`src/rtl/pwm_cmd_sequencer_if.sv`:
```
// Duty-command stream bundle: FOC and calibration sources in, PWM load out.
// master = command side / PWM consumer, slave = sequencer.
interface pwm_cmd_sequencer_if #(
  parameter int PWM_CHANNEL_NUM = 3,
  parameter int PWM_WIDTH       = 16
);
  localparam int DW = PWM_CHANNEL_NUM * PWM_WIDTH;

  logic [DW-1:0] foc_tdata;
  logic          foc_tvalid;
  logic          foc_tready;
  logic [DW-1:0] cal_tdata;
  logic          cal_tvalid;
  logic          cal_tready;
  logic [DW-1:0] pwm_tdata;
  logic          pwm_tvalid;

  modport master (
    output foc_tdata, foc_tvalid,
    input  foc_tready,
    output cal_tdata, cal_tvalid,
    input  cal_tready,
    input  pwm_tdata, pwm_tvalid
  );

  modport slave (
    input  foc_tdata, foc_tvalid,
    output foc_tready,
    input  cal_tdata, cal_tvalid,
    output cal_tready,
    output pwm_tdata, pwm_tvalid
  );
endinterface

```
`src/rtl/pwm_cmd_sequencer.sv`:
```
// Bridge enable/brake FSM, duty shadow register and per-period watchdog.
// Ports: clk, rstn (sync, active-low), enable, cal_sel, fault_in,
// clear_fault, period_evt, bus (slave: foc/cal in, pwm out),
// brake, state, fault_latched. Optional clamp: PWM_SEQ_CLAMP_EN.
module pwm_cmd_sequencer #(
  parameter int PWM_CHANNEL_NUM = 3,
  parameter int PWM_WIDTH       = 16,
  parameter int PWM_RELOAD      = 5000,
  parameter int BOOT_PERIODS    = 16,
  parameter int WDT_PERIODS     = 4
) (
  input  logic                clk,
  input  logic                rstn,
  input  logic                enable,
  input  logic                cal_sel,
  input  logic                fault_in,
  input  logic                clear_fault,
  input  logic                period_evt,
  pwm_cmd_sequencer_if.slave  bus,
  output logic                brake,
  output logic [1:0]          state,
  output logic                fault_latched
);

  localparam int DW = PWM_CHANNEL_NUM * PWM_WIDTH;
  localparam int BW = $clog2(BOOT_PERIODS + 1);
  localparam int WW = $clog2(WDT_PERIODS + 1);

  typedef enum logic [1:0] {
    S_IDLE  = 2'd0,
    S_BOOT  = 2'd1,
    S_RUN   = 2'd2,
    S_FAULT = 2'd3
  } st_t;

  st_t           st_q, st_d;
  logic [BW-1:0] boot_q, boot_d;
  logic [WW-1:0] wdt_q, wdt_d;
  logic          seen_q, seen_d;
  logic [DW-1:0] pend_q, pend_d;
  logic          pv_q, pv_d;
  logic          sel_q;
  logic          emit;
  logic [DW-1:0] emit_data;

  logic          foc_acc;
  logic          cal_acc;
  logic          acc;
  logic [DW-1:0] acc_data;
  logic          sel_chg;
  logic          trip;

  function automatic logic [DW-1:0] shape(input logic [DW-1:0] d);
    logic [DW-1:0] r;
    r = d;
`ifdef PWM_SEQ_CLAMP_EN
    for (int c = 0; c < PWM_CHANNEL_NUM; c++) begin
      if (d[c*PWM_WIDTH +: PWM_WIDTH] > PWM_WIDTH'(PWM_RELOAD))
        r[c*PWM_WIDTH +: PWM_WIDTH] = PWM_WIDTH'(PWM_RELOAD);
    end
`endif
    return r;
  endfunction

  assign foc_acc  = bus.foc_tvalid & bus.foc_tready;
  assign cal_acc  = bus.cal_tvalid & bus.cal_tready;
  assign acc      = foc_acc | cal_acc;
  assign acc_data = foc_acc ? bus.foc_tdata : bus.cal_tdata;
  assign sel_chg  = cal_sel != sel_q;

  // seen_q: an accept landed since the previous period_evt
  assign trip = period_evt && !seen_q &&
                (wdt_q == WW'(WDT_PERIODS - 1));

  always_comb begin
    st_d      = st_q;
    boot_d    = boot_q;
    wdt_d     = wdt_q;
    seen_d    = seen_q;
    pend_d    = pend_q;
    pv_d      = pv_q;
    emit      = 1'b0;
    emit_data = pend_q;

    unique case (st_q)
      S_IDLE: begin
        if (fault_in) begin
          st_d = S_FAULT;
        end else if (enable) begin
          st_d   = S_BOOT;
          boot_d = '0;
        end
      end
      S_BOOT: begin
        if (fault_in) begin
          st_d = S_FAULT;
        end else if (!enable) begin
          st_d = S_IDLE;
        end else if (period_evt) begin
          emit      = 1'b1;
          emit_data = '0;
          boot_d    = boot_q + 1'b1;
          if (boot_q == BW'(BOOT_PERIODS - 1))
            st_d = S_RUN;
        end
      end
      S_RUN: begin
        if (fault_in || trip) begin
          st_d = S_FAULT;
        end else if (!enable) begin
          st_d = S_IDLE;
        end else if (sel_chg) begin
          // stale command from the old source is dropped
          pv_d   = 1'b0;
          wdt_d  = '0;
          seen_d = 1'b0;
        end else begin
          if (period_evt) begin
            emit   = pv_q;
            pv_d   = 1'b0;
            wdt_d  = seen_q ? '0 : wdt_q + 1'b1;
            seen_d = 1'b0;
          end
          // same-cycle accept is shadowed for the next period
          if (acc) begin
            pend_d = acc_data;
            pv_d   = 1'b1;
            seen_d = 1'b1;
            if (!period_evt)
              wdt_d = '0;
          end
        end
      end
      S_FAULT: begin
        if (clear_fault && !fault_in && !enable)
          st_d = S_IDLE;
      end
    endcase

    if (st_d != S_RUN || st_q != S_RUN) begin
      if (st_d != st_q) begin
        pv_d   = 1'b0;
        wdt_d  = '0;
        seen_d = 1'b0;
      end
    end
    if (st_d != S_BOOT)
      boot_d = '0;
  end

  always_ff @(posedge clk) begin
    if (!rstn) begin
      st_q           <= S_IDLE;
      boot_q         <= '0;
      wdt_q          <= '0;
      seen_q         <= 1'b0;
      pend_q         <= '0;
      pv_q           <= 1'b0;
      sel_q          <= 1'b0;
      brake          <= 1'b1;
      fault_latched  <= 1'b0;
      bus.foc_tready <= 1'b0;
      bus.cal_tready <= 1'b0;
      bus.pwm_tvalid <= 1'b0;
      bus.pwm_tdata  <= '0;
    end else begin
      st_q           <= st_d;
      boot_q         <= boot_d;
      wdt_q          <= wdt_d;
      seen_q         <= seen_d;
      pend_q         <= pend_d;
      pv_q           <= pv_d;
      sel_q          <= cal_sel;
      brake          <= (st_d == S_IDLE) || (st_d == S_FAULT);
      fault_latched  <= st_d == S_FAULT;
      bus.foc_tready <= (st_d == S_RUN) && !cal_sel;
      bus.cal_tready <= (st_d == S_RUN) && cal_sel;
      bus.pwm_tvalid <= emit;
      if (emit)
        bus.pwm_tdata <= shape(emit_data);
    end
  end

  assign state = st_q;

endmodule
```
`src/flat_wrapper.sv`:
```
// flat-port wrapper written by rule: the top's interface ports become plain ports
module pwm_cmd_sequencer_flat 
#(
  parameter int PWM_CHANNEL_NUM = 3,
  parameter int PWM_WIDTH       = 16,
  parameter int PWM_RELOAD      = 5000,
  parameter int BOOT_PERIODS    = 16,
  parameter int WDT_PERIODS     = 4
)
  (clk, rstn, enable, cal_sel, fault_in, clear_fault, period_evt, brake, state, fault_latched, bus_foc_tdata, bus_foc_tvalid, bus_foc_tready, bus_cal_tdata, bus_cal_tvalid, bus_cal_tready, bus_pwm_tdata, bus_pwm_tvalid);
  pwm_cmd_sequencer_if #(.PWM_CHANNEL_NUM(PWM_CHANNEL_NUM), .PWM_WIDTH(PWM_WIDTH)) bus_i ();
  input  logic clk;
  input  logic rstn;
  input  logic enable;
  input  logic cal_sel;
  input  logic fault_in;
  input  logic clear_fault;
  input  logic period_evt;
  output logic brake;
  output logic [1:0] state;
  output logic fault_latched;
  input wire logic [$bits(bus_i.foc_tdata)-1:0] bus_foc_tdata;
  input wire logic [$bits(bus_i.foc_tvalid)-1:0] bus_foc_tvalid;
  output wire logic [$bits(bus_i.foc_tready)-1:0] bus_foc_tready;
  input wire logic [$bits(bus_i.cal_tdata)-1:0] bus_cal_tdata;
  input wire logic [$bits(bus_i.cal_tvalid)-1:0] bus_cal_tvalid;
  output wire logic [$bits(bus_i.cal_tready)-1:0] bus_cal_tready;
  output wire logic [$bits(bus_i.pwm_tdata)-1:0] bus_pwm_tdata;
  output wire logic [$bits(bus_i.pwm_tvalid)-1:0] bus_pwm_tvalid;
  assign bus_i.foc_tdata = bus_foc_tdata;
  assign bus_i.foc_tvalid = bus_foc_tvalid;
  assign bus_foc_tready = bus_i.foc_tready;
  assign bus_i.cal_tdata = bus_cal_tdata;
  assign bus_i.cal_tvalid = bus_cal_tvalid;
  assign bus_cal_tready = bus_i.cal_tready;
  assign bus_pwm_tdata = bus_i.pwm_tdata;
  assign bus_pwm_tvalid = bus_i.pwm_tvalid;
  pwm_cmd_sequencer #(.PWM_CHANNEL_NUM(PWM_CHANNEL_NUM), .PWM_WIDTH(PWM_WIDTH), .PWM_RELOAD(PWM_RELOAD), .BOOT_PERIODS(BOOT_PERIODS), .WDT_PERIODS(WDT_PERIODS)) u_core (.clk(clk), .rstn(rstn), .enable(enable), .cal_sel(cal_sel), .fault_in(fault_in), .clear_fault(clear_fault), .period_evt(period_evt), .bus(bus_i), .brake(brake), .state(state), .fault_latched(fault_latched));
endmodule
```
`config.mk`:
```
export PLATFORM = sky130hd
export DESIGN_NAME = pwm_cmd_sequencer_flat
export DESIGN_NICKNAME = d
export VERILOG_FILES = /design/src/rtl/pwm_cmd_sequencer_if.sv /design/src/rtl/pwm_cmd_sequencer.sv /design/src/flat_wrapper.sv
export SDC_FILE = /design/constraint.sdc
export NUM_CORES = 1
export LEC_CHECK = 0
export BUFFER_PORTS_ARGS = -buffer_cell sky130_fd_sc_hd__buf_2
export CAP_MARGIN = 5
export CORE_MARGIN = 3
export CORE_UTILIZATION = 50
export CTS_CLUSTER_SIZE = 28
export DETAILED_ROUTE_END_ITERATION = 10
export HOLD_SLACK_MARGIN = 0.15
export PLACE_DENSITY = 0.86
export SLEW_MARGIN = 20
export SYNTH_ARGS = -nofsm -noshare
export SYNTH_HDL_FRONTEND = slang
export SYNTH_SLANG_ARGS = --single-unit
export TNS_END_PERCENT = 10
```
`constraint.sdc`:
```
create_clock -name clk -period 3.4 [get_ports clk]
set_clock_uncertainty 0.05 [all_clocks]
set_input_delay 0.68 -clock clk [delete_from_list [all_inputs] [get_ports clk]]
set_output_delay 0.68 -clock clk [all_outputs]
set_load 0.02 [all_outputs]
```
==> flow_summary.ini, run 1 <==
[die]
start_util = 0.524
die_area_sq_um = 10500
core-area_sq_um = 8850
die_y_microns = 102
floorplan.rows = 34
die_x_microns = 102
ios = 160

[sta]
slew_violations = 0
worst_pin_slew_ns = 0.966
hold_viol = 0
final.period_utilization = 0.818
fmax_mhz = 360
timing.hold.ws_ns = 0.382
max-slew-margin-rel = 0.354
period_needed_ns = 2.78
rsz0062_at_grt = false
tns_ns = 0
setup_viol = 0
finalWorstSetupSlack_ns = 0.620

[clocking]
cts_root_buf = clkbuf_8
cts_sinks = 114
cts_tree = built
hold_buffers = 0
cts_resized = 0
cts.clk_slew.worst_paths_ns = 0.05
insertion_delay_ns = 0.49
numCtsBuffers = 17
cts-htree-levels = 4
cts_setup_buffers = 0
clockBufferDepth = 2

[synthesis]
ys_warn_count = 0
synth_largest_area_cell = dfxtp_1
syn_area_sq_um = 4630
synth_area_leaders = dfxtp_1, a22o_1, a311oi_1, nand3_1, nand2_1
synth_top_area_share = 0.492
ys_types = 43
ys_seq_elements = 114
syn-instance-count = 498
avgSynthCellArea_sq_um = 9.31
synth_ff_type = dfxtp_1
syn_nets = 614
synth-edff-count = 0
synthArstFlopShare = 0
yosysSeqAreaShare = 0.492

[power]
peakVddDrop_uv = 442
p_leak_nw = 2.67
power_density_nw_per_um2 = 629

[route]
ant_nets = 0
vias = 4419
drtIter0Drc = 164
avgViaCountPerCell = 5.81
wirelength_mm = 12.6
detail_route.wl_per_cell_microns = 16.6
drc_errors = 0
dr.pass1.iters = 4

[placement]
place.gp.congestion = 0.951
dp_hpwl_mm = 8.49
pre_cts_slack_ns = 0.545
port-buffer-count = 159

[status]
run_status = finished, final reports clean

[finish]
antenna_cells = 0
syn_to_final_growth_pct = 31.1
final_nets = 757
layout-drive-gt1-share = 0.315

[worst_setup_path]
path_max_fanout = 5
regToRegEndpoint = u_core.seen_q
arrival_ns = 3.10
worstReg2RegStart = u_core.boot_q[0]
crit_type = reg2reg
worstPathRequired_ns = 3.72
start_kind = flip-flop
ff2ff_setup_slack_ns = 0.62
r2r_cells = 13
end_kind = flip-flop

[run]
cap_viol_max_count = 0

[grt]
grtUsageTotal = 0.243
antenna_found_initial = 0
grt_max_degree = 55
grt_pass1_wl_mm = 20.3
gr-total-overflow = 0
grt_pass1_vias = 4325

[worst_hold_path]
hold_end = u_core.bus.foc_tready
hold_start = cal_sel
hold_path_class = in2reg
hold_depth = 2
power breakdown:
group / switching, W / internal (W) / total, W / leakage (nW)
registers: 0.0000421 / 0.00137 / 0.00141 / 0.920
logic: 0.000318 / 0.000189 / 0.000507 / 1.44
clock network: 0.000594 / 0.00131 / 0.00191 / 0.310
total: 0.000954 / 0.00287 / 0.00382 / 2.67
cell usage in the layout (no fill, tap or decap), types with 2 or more instances in the layout:
cell	count
nor2b_1	2
nand2b_1	4
xnor2_1	2
clkinv_2	3
a311oi_1	48
a22oi_1	2
clkbuf_8	4
mux2i_1	4
bufinv_16	5
clkbuf_16	16
a21oi_1	5
nor3_1	5
o211ai_1	2
nand2_1	58
inv_1	8
o21ai_0	3
buf_4	8
a21o_1	2
ha_1	11
xor2_1	3
buf_2	159
a22o_1	48
dfxtp_1	113
a31oi_1	4
and3_1	2
nor2_1	57
clkinvlp_4	2
nand3_1	50
and2_1	3
kinds of logic after synthesis:
logic type | after synthesis | share of synthesized area
XOR/XNOR | 5 | 0.00945
adder cells (fa/ha/maj) | 11 | 0.0297
buffers and inverters | 52 | 0.0508
multiplexers | 4 | 0.00864
AND/OR/NAND/NOR | 190 | 0.187
flip-flops | 114 | 0.492
AO/OA/AOI/OAI | 122 | 0.222
worst max path at each step:
stage	startpoint	endpoint	slack, ns	depth (start not counted)
final	u_core.boot_q[0]	u_core.seen_q	0.62	13
after detailed placement	enable	u_core.seen_q	0.54	11
after global placement	enable	u_core.wdt_q[0]	0.69	11
after global routing	u_core.boot_q[0]	u_core.seen_q	0.30	13
after CTS	u_core.boot_q[0]	u_core.seen_q	0.64	13
after floorplan	enable	u_core.pv_q	0.83	11
metrics by stage:
step	std cells	util	area, sq um	total power, W
after floorplan	498	-	4630	0.00176
after global placement	730	0.614	5440	0.00191
after detailed placement	730	0.614	5440	0.00193
after CTS	761	0.687	6080	0.00383
after global routing	761	0.687	6080	0.00397
final	761	0.687	6080	0.00382
critical path, cell delays in order (launching register included):
cell      delay, ns
dfxtp_1        0.33
ha_1           0.21
and3_1         0.18
ha_1           0.19
nand2_1        0.09
a31oi_1        0.09
o211ai_1       0.28
o21a_1         0.24
inv_1          0.07
ha_1           0.23
nand2_1        0.13
a31oi_1        0.10
mux2i_1        0.36
nor3_1         0.10
per-layer routing:
metal / GRT usage / routed length [microns] / up-vias
met1: 0.301 / 5220 / 2094
met4: 0.0777 / 159 / 0
li1: - / - / 2112
met2: 0.412 / 6260 / 192
met5: 0 / 0 / -
met3: 0.0662 / 987 / 21
Yosys cell counts, types with 4 or more instances:
library cell	count
dfxtp_1	114
nand2_1	59
nor2_1	57
nand3_1	50
a22o_1	48
a311oi_1	48
clkbuf_1	25
buf_2	13
ha_1	11
inv_1	8
a21oi_1	5
nor3_1	5
a31oi_1	4
mux2i_1	4
nand2b_1	4
area by class of cell:
class	count	area (sq um)
multi-input cells	332	2130
inverters	9	33.8
well taps	108	135
flip-flops and latches	114	2280
repair buffers	167	856
clock buffers	21	459
clock inverters	10	180
fillers	728	2770
sequential cells by signal (all words and copies together) (netlist names), 2 cells and up:
signal / cells
u_core.bus.pwm_tdata: 48
u_core.boot_q: 5
u_core.pend_q: 48
u_core.state: 2
u_core.wdt_q: 3
Power figures use the tool's default switching activity.
==> run 2, diff against run 1 <==
- CORE_UTILIZATION: 50 -> 45
- PLACE_DENSITY: 0.86 -> 0.82
- clock period: 3.4 -> 2.5 ns (I/O delays scaled with it)
==> run 2 against run 1 <==
- the run now ends with setup timing left
- via count increased by 0.93%
- non-clock buffer count increased by 18
- setup slack got worse by 0.65 ns
- critical path depth decreased by 1
- hold slack got worse by 0.19 ns
- core utilization decreased by 4.8 points
- global-route usage decreased by 2.4 points
- clock power increased by 30%
- design area increased by 4.2%
- fmax increased by 10%
- critical path type unchanged
- critical endpoint is now u_core.pv_q
- largest power group unchanged
==> flow_summary.ini, run 2 (synthesized netlist as in run 1, its figures left out) <==
[grt]
grtUsageTotal = 0.219
antenna_found_initial = 0
grt_pass1_vias = 4376
grt_max_degree = 55
gr-total-overflow = 0
grt_pass1_wl_mm = 20.2

[finish]
fin_cells = 805
antenna_cells = 0
layout_commonest_cell = buf_2
syn_to_final_growth_pct = 36.6
final_nets = 775
layout_common_cells = buf_2, dfxtp_1, nor2_1, nand2_1, nand3_1
design_area_sq_um = 6330
reg_top3 = u_core.bus.pwm_tdata: 48 flops, u_core.pend_q: 48 flops, u_core.boot_q: 5 flops
layout-drive-gt1-share = 0.353

[sta]
worst_pin_slew_ns = 0.512
timing.hold.ws_ns = 0.189
hold_viol = 0
rsz0062_at_grt = true
finalWorstSetupSlack_ns = -0.0280
max-slew-margin-rel = 0.659
period_needed_ns = 2.53
setup_viol = 4
final.period_utilization = 1.01
slew_violations = 0
fmax_mhz = 396

[route]
dr.pass1.iters = 5
detail_route.wl_per_cell_microns = 16.1
ant_nets = 0
wirelength_mm = 12.9
avgViaCountPerCell = 5.54
drtIter0Drc = 267
vias = 4460
drc_errors = 0

[clocking]
cts_root_buf = clkbuf_8
clockBufferDepth = 2
numCtsBuffers = 17
cts-htree-levels = 4
cts.clk_slew.worst_paths_ns = 0.06
cts_tree = built
insertion_delay_ns = 0.50
cts_sinks = 114

[placement]
dpl_cell_area_sq_um = 5600
port-buffer-count = 159
dp_hpwl_mm = 8.61
place.gp.congestion = 0.846
post-place-cells = 768

[die]
ios = 160
core-area_sq_um = 9910
die_y_microns = 107
die_area_sq_um = 11600
die_x_microns = 107
start_util = 0.468
floorplan.rows = 36

[power]
peakVddDrop_uv = 528
power_density_nw_per_um2 = 834
p_leak_nw = 2.76

[status]
run_status = finished, violations left
failed_checks = setup timing

[worst_setup_path]
crit_type = reg2reg
worstPathRequired_ns = 2.86
arrival_ns = 2.89
ff2ff_setup_slack_ns = -0.03
start_kind = flip-flop
path_max_fanout = 5
end_kind = flip-flop

[run]
cap_viol_max_count = 0

[worst_hold_path]
hold_path_class = in2reg
==> run 2: cell count changes in the layout (fill, tap and decap cells not counted), sizes merged <==
cell / before / now
bufinv: 5 / 4
buf: 167 / 185
clkbuf: 21 / 22
clkinv: 4 / 5
==> run 2: what timing repair did <==
item,4_1_cts,5_1_grt
setup endpoints to repair,5,6
setup buffers,2,3
hold buffers,0,0
cloned,0,0
resized for setup,9,9
pin swaps,5,8
==> run 2: area by class of cell <==
| cell class | count | area [sq um] |
|---|---|---|
| multi-input cells | 332 | 2190 |
| flip-flops and latches | 114 | 2290 |
| clock inverters | 10 | 155 |
| fillers | 809 | 3580 |
| well taps | 133 | 166 |
| inverters | 9 | 33.8 |
| repair buffers | 185 | 1030 |
| clock buffers | 22 | 463 |
==> run 2: stage by stage <==
stage | power [W] | setup TNS (ns) | setup WS, ns | utilization
after floorplan | 0.00239 | 0 | 0.0675 | -
after global placement | 0.00270 | 0 | 0.0748 | 0.565
after global routing | 0.00550 | -0.539 | -0.129 | 0.639
after CTS | 0.00527 | 0 | 0.0172 | 0.632
after detailed placement | 0.00273 | -0.454 | -0.112 | 0.565
final | 0.00528 | -0.0300 | -0.0280 | 0.639
==> run 2: per-layer routing <==
layer  track usage  vias to the layer above  part of all wire
li1              -                     2153                 -
met1         0.265                     2091              0.42
met2         0.371                      200              0.50
met3        0.0600                       16             0.076
met4        0.0839                        0             0.014
met5             0                        -                 0
==> run 2: worst max-delay path, stage by stage, from the launching register on <==
cell and delay [ns]:
dfxtp_4 0.36, ha_4 0.13, and3_4 0.19, ha_4 0.12, nand2_2 0.06, a311o_1 0.37, a31oi_2 0.21, ha_2 0.22
nand2_2 0.07, a31oi_1 0.20, mux2i_1 0.11, buf_4 0.17, nor3_2 0.18
==> run 2: path summary, 6_finish.rpt <==
check                                  startpoint                        to  cells past startpoint
worst max-delay path             u_core.boot_q[1]               u_core.pv_q                     12
worst min-delay path                      cal_sel     u_core.bus.foc_tready                      2
worst max register to register   u_core.boot_q[1]               u_core.pv_q                     12
worst min register to register  u_core.pend_q[20]  u_core.bus.pwm_tdata[20]                      1
==> run 2: report_power, final <==
part,total (W),leakage (nW),switching (W),internal [W]
Clock,0.00249,0.301,0.000797,0.00169
Sequential,0.00189,0.921,0.0000305,0.00186
Combinational,0.000904,1.54,0.000526,0.000378
Total,0.00528,2.76,0.00135,0.00393
==> run 3, diff against run 2 <==
- CTS_BUF_LIST: unset -> sky130_fd_sc_hd__clkbuf_16
- TNS_END_PERCENT: 10 -> unset
==> run 3 against run 2 <==
- the run still ends with setup timing left
- design area is 0.30% lower
- critical path depth stayed put
- cell count did not move
- sequential share of layout area rose by 0.11 points
- register-to-register slack is essentially flat
- clock power down 2%
- first-iteration DRC count rose by 12%
- flip-flop and latch count is the same
- count of clock-buffer cells in the layout down 5
- setup slack improved by 0.0042 ns
- non-clock buffer count stayed put
- die area unchanged
- largest cell class unchanged
- largest power group unchanged
- highest routed layer unchanged
==> flow_summary.ini, run 3 (synthesized netlist as in run 1, its figures left out) <==
[die]
die_x_microns = 107
start_util = 0.468
die_area_sq_um = 11600
core-area_sq_um = 9910
ios = 160
floorplan.rows = 36
die_y_microns = 107

[power]
power_density_nw_per_um2 = 828
p_leak_nw = 2.76
clock_power_share = 0.465
p_seq_frac = 0.362
power_w = 0.00523
peakVddDrop_uv = 531
combPwrFrac = 0.173
p_int_w = 0.00388
netSwitchingPower_w = 0.00135
swShare = 0.259

[finish]
layout_commonest_cell = buf_2
syn_to_final_growth_pct = 36.2
design_area_sq_um = 6310
reg_top3 = u_core.bus.pwm_tdata: 48 flops, u_core.pend_q: 48 flops, u_core.boot_q: 5 flops
layout_common_cells = buf_2, dfxtp_1, nor2_1, nand2_1, nand3_1
layout-drive-gt1-share = 0.348
antenna_cells = 0
final_nets = 775

[route]
ant_nets = 0
drtIter0Drc = 299
detail_route.wl_per_cell_microns = 16.1
avgViaCountPerCell = 5.54
drc_errors = 0
vias = 4463
wirelength_mm = 13.0
dr.pass1.iters = 5

[clocking]
cts_sinks = 114
cts_root_buf = clkbuf_16
cts.clk_slew.worst_paths_ns = 0.05
insertion_delay_ns = 0.40
cts_tree = built
cts-htree-levels = 4
numCtsBuffers = 17
clockBufferDepth = 2

[worst_setup_path]
path_max_fanout = 5
slowest_stage = a311o_1
critical_path_buf_inv_count = 1
end_kind = flip-flop
path_cells = ha_4 -> and3_4 -> ha_4 -> nand2_2 -> a311o_1 -> a31oi_2 -> ha_2 -> nand2_2 -> a31oi_1 -> mux2i_1 -> buf_4 -> nor3_2
slowest_delay_ns = 0.37
start_kind = flip-flop
arrival_ns = 2.79
worstPathRequired_ns = 2.76
crit_type = reg2reg
critPathTopFamily = compound AO/OA/AOI/OAI gates

[sta]
slew_violations = 0
rsz0062_at_grt = true
final.period_utilization = 1.01
worst_pin_slew_ns = 0.547
tns_ns = -0.0369
finalWorstSetupSlack_ns = -0.0238
setup_viol = 2
hold_viol = 0
timing.hold.ws_ns = 0.288
period_needed_ns = 2.52
fmax_mhz = 396
max-slew-margin-rel = 0.632

[grt]
grt_pass1_wl_mm = 20.2
grtUsageTotal = 0.219
grt_max_degree = 55
grt_pass1_vias = 4383
gr-total-overflow = 0
antenna_found_initial = 0

[worst_hold_path]
hold_path_class = in2reg

[placement]
dpl_cell_area_sq_um = 5600
port-buffer-count = 159
place.gp.congestion = 0.846
dp_hpwl_mm = 8.61
pre_cts_slack_ns = -0.112

[status]
run_status = finished, violations left
failed_checks = setup timing

[run]
cap_viol_max_count = 0
-- run 3: per-layer routing --
layer,share of wire,GRT usage
met5,0,0
met4,0.017,0.0830
met3,0.067,0.0576
met2,0.49,0.373
met1,0.43,0.264
-- run 3: stage by stage --
stage,instances,utilization
CTS,802,0.630
floorplan,498,-
global placement,768,0.565
finish,805,0.637
global route,805,0.637
detailed placement,768,0.565
-- run 3: final timing paths --
kind | to | depth (start not counted) | slack, ns | start
setup / recovery | u_core.pv_q | 12 | -0.02 | u_core.boot_q[1]
hold / removal | u_core.bus.foc_tready | 2 | 0.29 | cal_sel
hold reg to reg | u_core.bus.pwm_tdata[20] | 1 | 0.41 | u_core.pend_q[20]
setup reg to reg | u_core.pv_q | 12 | -0.02 | u_core.boot_q[1]
-- run 3: final cells by class --
| type | count | area (sq um) |
|---|---|---|
| clock buffer | 17 | 425 |
| sequential | 114 | 2290 |
| multi-input combinational | 332 | 2190 |
| inverter | 9 | 33.8 |
| clock inverter | 15 | 174 |
| fill | 806 | 3600 |
| tap | 133 | 166 |
| timing repair buffer | 185 | 1030 |
-- run 3: what timing repair did --
| action | in CTS | in global routing |
|---|---|---|
| pin swaps | 5 | 9 |
| gates resized for setup | 9 | 9 |
| buffers inserted | 2 | 3 |
| gates cloned | 0 | 0 |
| hold buffers | 0 | 0 |
| setup endpoints to repair | 5 | 6 |
-- run 3: power by group through the flow --
stage | clock [W] | combinational (W) | sequential (W)
finish | 0.00243 | 0.000904 | 0.00189
global route | 0.00255 | 0.000994 | 0.00189
CTS | 0.00247 | 0.000852 | 0.00189
detailed placement | 0 | 0.000800 | 0.00193
global placement | 0 | 0.000776 | 0.00192
floorplan | 0 | 0.000429 | 0.00196
